### config.mk
export PLATFORM = sky130hd
export DESIGN_NAME = obstacle_gen
export DESIGN_NICKNAME = d
export VERILOG_FILES = /design/src/rtl/obstacle_gen.sv
export SDC_FILE = /design/constraint.sdc
export NUM_CORES = 1
export LEC_CHECK = 0
export BUFFER_PORTS_ARGS = -buffer_cell sky130_fd_sc_hd__buf_4
export CORE_ASPECT_RATIO = 1.75
export CORE_UTILIZATION = 60
export CTS_CLUSTER_SIZE = 12
export DETAILED_ROUTE_END_ITERATION = 16
export PLACE_DENSITY = 0.91
export SLEW_MARGIN = 20
export SYNTH_ARGS = -nofsm -noshare
export SYNTH_HDL_FRONTEND = slang
export SYNTH_SLANG_ARGS = --single-unit
### constraint.sdc
create_clock -name clk -period 8.1 [get_ports clk]
set_input_delay 1.215 -clock clk [delete_from_list [all_inputs] [get_ports clk]]
set_output_delay 1.215 -clock clk [all_outputs]
set_load 0.02 [all_outputs]
### src/rtl/obstacle_gen.sv
// obstacle_gen: two-slot scrolling obstacle generator with LFSR-chosen type/position and score.
// Optional OBSTACLE_SPEED_RAMP_EN: speed rises by 1 every 16th spawn, saturating at 8.
`default_nettype none

module obstacle_gen (
  input  logic        clk,
  input  logic        reset,
  input  logic        frame_tick,
  input  logic        start,
  input  logic        game_over,
  output logic [9:0]  obs1_x,
  output logic [9:0]  obs2_x,
  output logic [1:0]  obs1_type,
  output logic [1:0]  obs2_type,
  output logic [1:0]  obs1_pos,
  output logic [1:0]  obs2_pos,
  output logic        flick1,
  output logic        flick2,
  output logic [15:0] score,
  output logic        running
);

  localparam logic [9:0]  SPAWN_X   = 10'd740;
  localparam logic [9:0]  SPAWN_GAP = 10'd440;
  localparam logic [15:0] LFSR_SEED = 16'hACE1;

  typedef enum logic [1:0] {IDLE = 2'd0, RUN = 2'd1, HALT = 2'd2} state_t;
  state_t state, state_next;

  logic [15:0] lfsr;
  logic [2:0]  cnt1, cnt2;
  logic [3:0]  speed;
  logic        tick_run;
  logic        park1, park2, spawn1, spawn2;
  logic [9:0]  x1_mv, x2_mv;
  logic [1:0]  pos_new;
  logic [16:0] score_sum;

  always_ff @(posedge clk) begin
    if (reset) state <= IDLE;
    else       state <= state_next;
  end

  always_comb begin
    state_next = state;
    case (state)
      IDLE:    if (start)     state_next = RUN;
      RUN:     if (game_over) state_next = HALT;
      HALT:    state_next = HALT;
      default: state_next = IDLE;
    endcase
  end

  assign running  = (state == RUN);
  assign tick_run = running && frame_tick && !game_over;

  // A slot is active exactly when its x is nonzero; parking happens before x could reach 0.
  always_comb begin
    park1  = (obs1_x != 10'd0) && (obs1_x < ({6'd0, speed} + 10'd1));
    park2  = (obs2_x != 10'd0) && (obs2_x < ({6'd0, speed} + 10'd1));
    x1_mv  = (park1 || obs1_x == 10'd0) ? 10'd0 : obs1_x - {6'd0, speed};
    x2_mv  = (park2 || obs2_x == 10'd0) ? 10'd0 : obs2_x - {6'd0, speed};
    // Eligibility uses the pre-tick x, so a slot parked on this tick cannot respawn yet.
    spawn1 = (obs1_x == 10'd0) && ((x2_mv == 10'd0) || (x2_mv <= SPAWN_GAP));
    spawn2 = !spawn1 && (obs2_x == 10'd0) && ((x1_mv == 10'd0) || (x1_mv <= SPAWN_GAP));
    pos_new   = (lfsr[3:2] == 2'b11) ? 2'b01 : lfsr[3:2];
    score_sum = {1'b0, score} + {15'd0, park1} + {15'd0, park2};
  end

  always_ff @(posedge clk) begin
    if (reset)        lfsr <= LFSR_SEED;
    else if (running) lfsr <= {lfsr[14:0], lfsr[15] ^ lfsr[13] ^ lfsr[12] ^ lfsr[10]};
  end

  always_ff @(posedge clk) begin
    if (reset) begin
      obs1_x <= '0; obs2_x <= '0;
      obs1_type <= '0; obs2_type <= '0;
      obs1_pos <= '0; obs2_pos <= '0;
      cnt1 <= '0; cnt2 <= '0;
      flick1 <= 1'b0; flick2 <= 1'b0;
      score <= '0;
    end else if (tick_run) begin
      obs1_x <= x1_mv;
      obs2_x <= x2_mv;
      score  <= score_sum[16] ? 16'hFFFF : score_sum[15:0];
      if (spawn1) begin
        obs1_x <= SPAWN_X; obs1_type <= lfsr[1:0]; obs1_pos <= pos_new;
        cnt1 <= '0; flick1 <= 1'b0;
      end else if (park1) begin
        cnt1 <= '0; flick1 <= 1'b0;
      end else if (obs1_x != 10'd0) begin
        cnt1 <= cnt1 + 3'd1;
        if (cnt1 == 3'd7) flick1 <= ~flick1;
      end
      if (spawn2) begin
        obs2_x <= SPAWN_X; obs2_type <= lfsr[1:0]; obs2_pos <= pos_new;
        cnt2 <= '0; flick2 <= 1'b0;
      end else if (park2) begin
        cnt2 <= '0; flick2 <= 1'b0;
      end else if (obs2_x != 10'd0) begin
        cnt2 <= cnt2 + 3'd1;
        if (cnt2 == 3'd7) flick2 <= ~flick2;
      end
    end
  end

`ifdef OBSTACLE_SPEED_RAMP_EN
  logic [3:0] spawn_cnt;

  always_ff @(posedge clk) begin
    if (reset) begin
      spawn_cnt <= '0;
      speed     <= 4'd4;
    end else if (tick_run && (spawn1 || spawn2)) begin
      spawn_cnt <= spawn_cnt + 4'd1;
      if (spawn_cnt == 4'd15 && speed < 4'd8) speed <= speed + 4'd1;
    end
  end
`else
  assign speed = 4'd4;
`endif

endmodule

`default_nettype wire

# Word-level counts from Yosys, hierarchy flattened
# Cells that the tools add are included.
# totals
ff_bits	70
wordCells	89
# classes
n_addsub	6
magnitude_cmp	4
eq_ne	7
mux	23
bitwise	5
reduce_logical	31
# ops
cell	count
$logic_not A10 Y1	4
$mux W10	4
$le A10 B9 Y1 const B	2
$lt A10 B3 Y1 const B	2
$reduce_bool A10 Y1	2
$sub A10 B3 Y10 const B	2
$mux W3	6
$add A16 B1 Y17	1
$add A17 B1 Y17	1
$mux W16	1
$reduce_bool A3 Y1	4
$reduce_and A2 Y1	5
$mux W1	8
$logic_and A1 B1 Y1	7
$add A3 B1 Y3 const B	2
$eq A3 B3 Y1 const B	2
$mux W2	3
$pmux W2 S3	1
$reduce_and A3 Y1	2
$eq A2 B2 Y1 const B	2
$logic_or A1 B1 Y1	4
$ne A2 B2 Y1 const B	2
$xor A1 B1 Y1	3
$eq A2 B1 Y1 const B	1
other kinds (3)	5

# Longest topological paths before layout
# depth
depth_word	12
mapped_depth	16

# Worst setup path before layout
# No wires, ideal clock.
# synth_path
path_type	reg2reg
startpoint	reg obs1_x[4]
endpoint	reg score[10]
setup_time_ps	70
t_arrival_ps	3285
required_ps	8030
path_slack_ps	4745
path_stages_with_launch	13
path_buffers	2
path_cell_list	dfxtp_1 or4_1 nor3_1 nand3b_1 fa_1 inv_1 ha_1 inv_1 or3_1 clkbuf_1 or3_1 clkbuf_1 a21oi_1
# synth_between
elab_chain_len	5
elab_cells_between_ends	6
classes_between	2 x add/sub; 1 x order compare; 1 x mux; 2 x reduce/logical
# synth_lines
element	line_no	source
start, declared	11	output logic [9:0] obs1_x,
start signal, assigned	84	obs1_x <= x1_mv;
$lt A10 B3 Y1 or $reduce_bool A10 Y1 (tied branches)	59	park1 = (obs1_x != 10'd0) && (obs1_x < ({6'd0, speed} + 10'd1));
$logic_and A1 B1 Y1 *	59	
$add A16 B1 Y17 *	67	score_sum = {1'b0, score} + {15'd0, park1} + {15'd0, park2};
$add A17 B1 Y17 *	67	
$mux W16 *	86	score <= score_sum[16] ? 16'hFFFF : score_sum[15:0];
end signal, assigned	86	
end, declared	19	output logic [15:0] score,
# Mark *: on every way between the ends. The rest lies on a longest branch, timed or not.
# A chain may end at the register's enable or synchronous reset.

# Worst setup path after layout
# layout_path
startpoint	reg state[1]
endpoint	reg score[15]
# layout_between
elab_chain_len	3
# layout_lines
element	line_no	source
start, declared	28	state_t state, state_next;
start signal, assigned	41	else state <= state_next;
$eq A2 B1 Y1	54	assign running = (state == RUN);
$logic_and A1 B1 Y1 (2 in series)	55	assign tick_run = running && frame_tick && !game_over;
# No other way between the ends.

==> metrics.cfg <==
[cells_and_area]
fin_util_pct=74.0
final_area_sq_mm=0.00417
final_cell_mix=dfxtp_1 (70), buf_4 (52), nor2_1 (46), a21oi_1 (36), nand2_1 (32)
layout_commonest_cell=dfxtp_1
n_antenna_cell=0
drive_gt1_share_pct=15.9
final_net_count=474
area_delta_synth_final_pct=16.9

[routing]
wl_per_cell_microns=15.6
wirelength_microns=8350
drtIter0Drc=266
ant_nets=0
drt-pass1-iter-count=4
via_per_inst=6.04
post-route-drc-count=0
vias=3236

[setup_path]
cp_top_family=simple AND/OR/NAND/NOR gates
arrival_ps=3880
crit_path_start_kind=flop
critPathBufInv=1
worst-path-max-fanout=23
path_class=reg -> reg
cp-end-kind=flop
path_cells=inv_1, ha_1, nand3b_1, or4b_2, nor2_1, and3_1, nand3_1, o211a_1
slowest_stage=or4b_2
slowest_delay_ps=930
crit_required_ps=8350

[sta]
timing.fmax_mhz=276
tightestPinTransition_ps=984
worst_slack_ps=4480
fin_setup_tns_ps=0
rsz0062_at_grt=false
slew_headroom_pct=34.4
fin_crit_ps=3620
hold_viol_final=0
slew_viol_final=0
setup_viol=0
finClkSkew_ps=9.52
period_share_pct=44.7

[floorplan]
fp.dieW_microns=60.3
initial_utilization_pct=63.3
num_rows=36
die_y_microns=104
io_pins=52
coreArea_sq_mm=0.00563
die_area_sq_mm=0.00627

[clock_tree]
cts_hold_buf=0
cts-root-buf=clkbuf_8
cts_tree=done
path_clk_slew_ps=70
cts_setup_buffers=0
ctsHtreeMaxLevel=3
cts.sink_count=70
cts_buffer_depth=2
worstSkewPairLatency_ps=360
numCtsBuffers=9
cts_resized=0

[power_and_ir_drop]
p_clk_share_pct=37.7
leakage_nw=1.68
ir_drop_v=0.000161
combinationalPowerShare_pct=18.6
powerDensity_mw_per_mm2=206
seqPwrFrac_pct=43.8
sw_frac_of_total_pct=28.6
switchingPower_mw=0.246
p_int_mw=0.614

[synthesis]
synthSimpleGateAreaFrac_pct=22.2
synth_edf_count=0
synth_cell_types=60
synthMuxAreaShare_pct=7.33
synth_fp_nets=439
postSynth.asyncResetShare_pct=0
ys_ff_latch=70
synth.area.top_cells=dfxtp_1 (39%), mux2i_1 (7.0%), a21oi_1 (5.1%)
syn_inst=420
syn_area_sq_mm=0.00357
synth_top_cell_by_area=dfxtp_1
yosysWarnings=0
synth_compound_area_share_pct=17.4
ys_seq_area_share_pct=39.3
synth_xor_area_share_pct=3.93
synth-adder-area-share_pct=5.12
synth_flop_cell=dfxtp_1
synth.avg_cell_area_sq_um=8.49
synth_top_family_by_area=simple AND/OR/NAND/NOR gates
yosysTopAreaCellShare_pct=39.3

[min_path]
hold_path.class=reg -> reg

[global_routing]
grt_overflow=0
grt_pass1_wl_microns=13700
antenna_found_initial=0
grt.total_usage_pct=28.3
grt_max_degree=53
first_global_vias=3087

[placed_design]
place_area_sq_mm=0.00394
place.gp.congestion=0.903
portBuffers=51
hpwl_microns=5830
place_ws_ps=4510

[run]
maxCapViolCount=0

[status]
outcome=finished clean

## cell families after synthesis
family,Yosys count
and+or+nand+nor,156
AOI/OAI and AO/OA,96
DFF,70
buffers and inverters,42
muxes,26
xor gates and xnor gates,16
adders and majority gates,14
## layout make-up
class                      instances  area [sq um]
clock buffer                      11           151
inverter                          14          52.6
clock inverter                     5          81.3
timing repair buffer              52           390
multi-input combinational        308          2000
fill                             413          1460
sequential                        70          1400
tap                               76          95.1
## power groups by stage
stage,logic (mW),registers (mW),clock network (mW)
2_1_floorplan,0.120,0.384,0
3_3_place_gp,0.150,0.383,0
3_5_place_dp,0.156,0.384,0
4_1_cts,0.158,0.376,0.326
5_1_grt,0.173,0.379,0.340
6_report,0.160,0.376,0.324
## per-layer routing
layer,wire length [microns],vias up,track usage (%)
li1,-,1562,-
met4,298,0,17.9
met1,3240,1536,31.3
met5,0,-,0
met2,4410,112,47.3
met3,391,26,5.10
## per-stage QoR
step | total power, mW | instances | hold WS (ps)
floorplan | 0.504 | 420 | 441
global placement | 0.533 | 520 | 449
detailed placement | 0.540 | 520 | 465
CTS | 0.860 | 536 | 474
global route | 0.892 | 536 | 495
finish | 0.860 | 536 | 472
## worst paths after layout
kind	start	to	slack (ps)	depth (start not counted)
worst min-delay path	obs2_type[1]	obs2_type[1]	470	2
worst min register to register	obs2_type[1]	obs2_type[1]	470	2
worst max-delay path	state[1]	score[15]	4480	8
worst max register to register	state[1]	score[15]	4480	8
## state kept, by name (all words and copies together), names as in the netlist
name / flops
obs2_type: 2
score: 16
state: 2
lfsr: 16
cnt1: 3
obs2_pos: 2
obs2_x: 10
obs1_pos: 2
obs1_type: 2
flick1: 1
obs1_x: 10
cnt2: 3
flick2: 1
## worst reg2reg max path, stage by stage, from the launching register on
cell,delay (ps)
dfxtp_1,310
inv_1,80
ha_1,810
nand3b_1,790
or4b_2,930
nor2_1,190
and3_1,210
nand3_1,80
o211a_1,130
## Yosys cell counts (4+ instances only)
| master | instances |
|---|---|
| dfxtp_1 | 70 |
| nor2_1 | 46 |
| a21oi_1 | 36 |
| nand2_1 | 32 |
| mux2i_1 | 25 |
| clkbuf_1 | 23 |
| o21ai_0 | 16 |
| nor3_1 | 15 |
| inv_1 | 14 |
| ha_1 | 13 |
| xnor2_1 | 13 |
| and2_1 | 9 |
| nor2b_1 | 9 |
| or3_1 | 6 |
| a31oi_1 | 5 |
| nand3_1 | 5 |
| nor4_1 | 5 |
| o31ai_1 | 5 |
| or4_1 | 5 |
| nand4_1 | 4 |
Power figures use the tool's default switching activity.
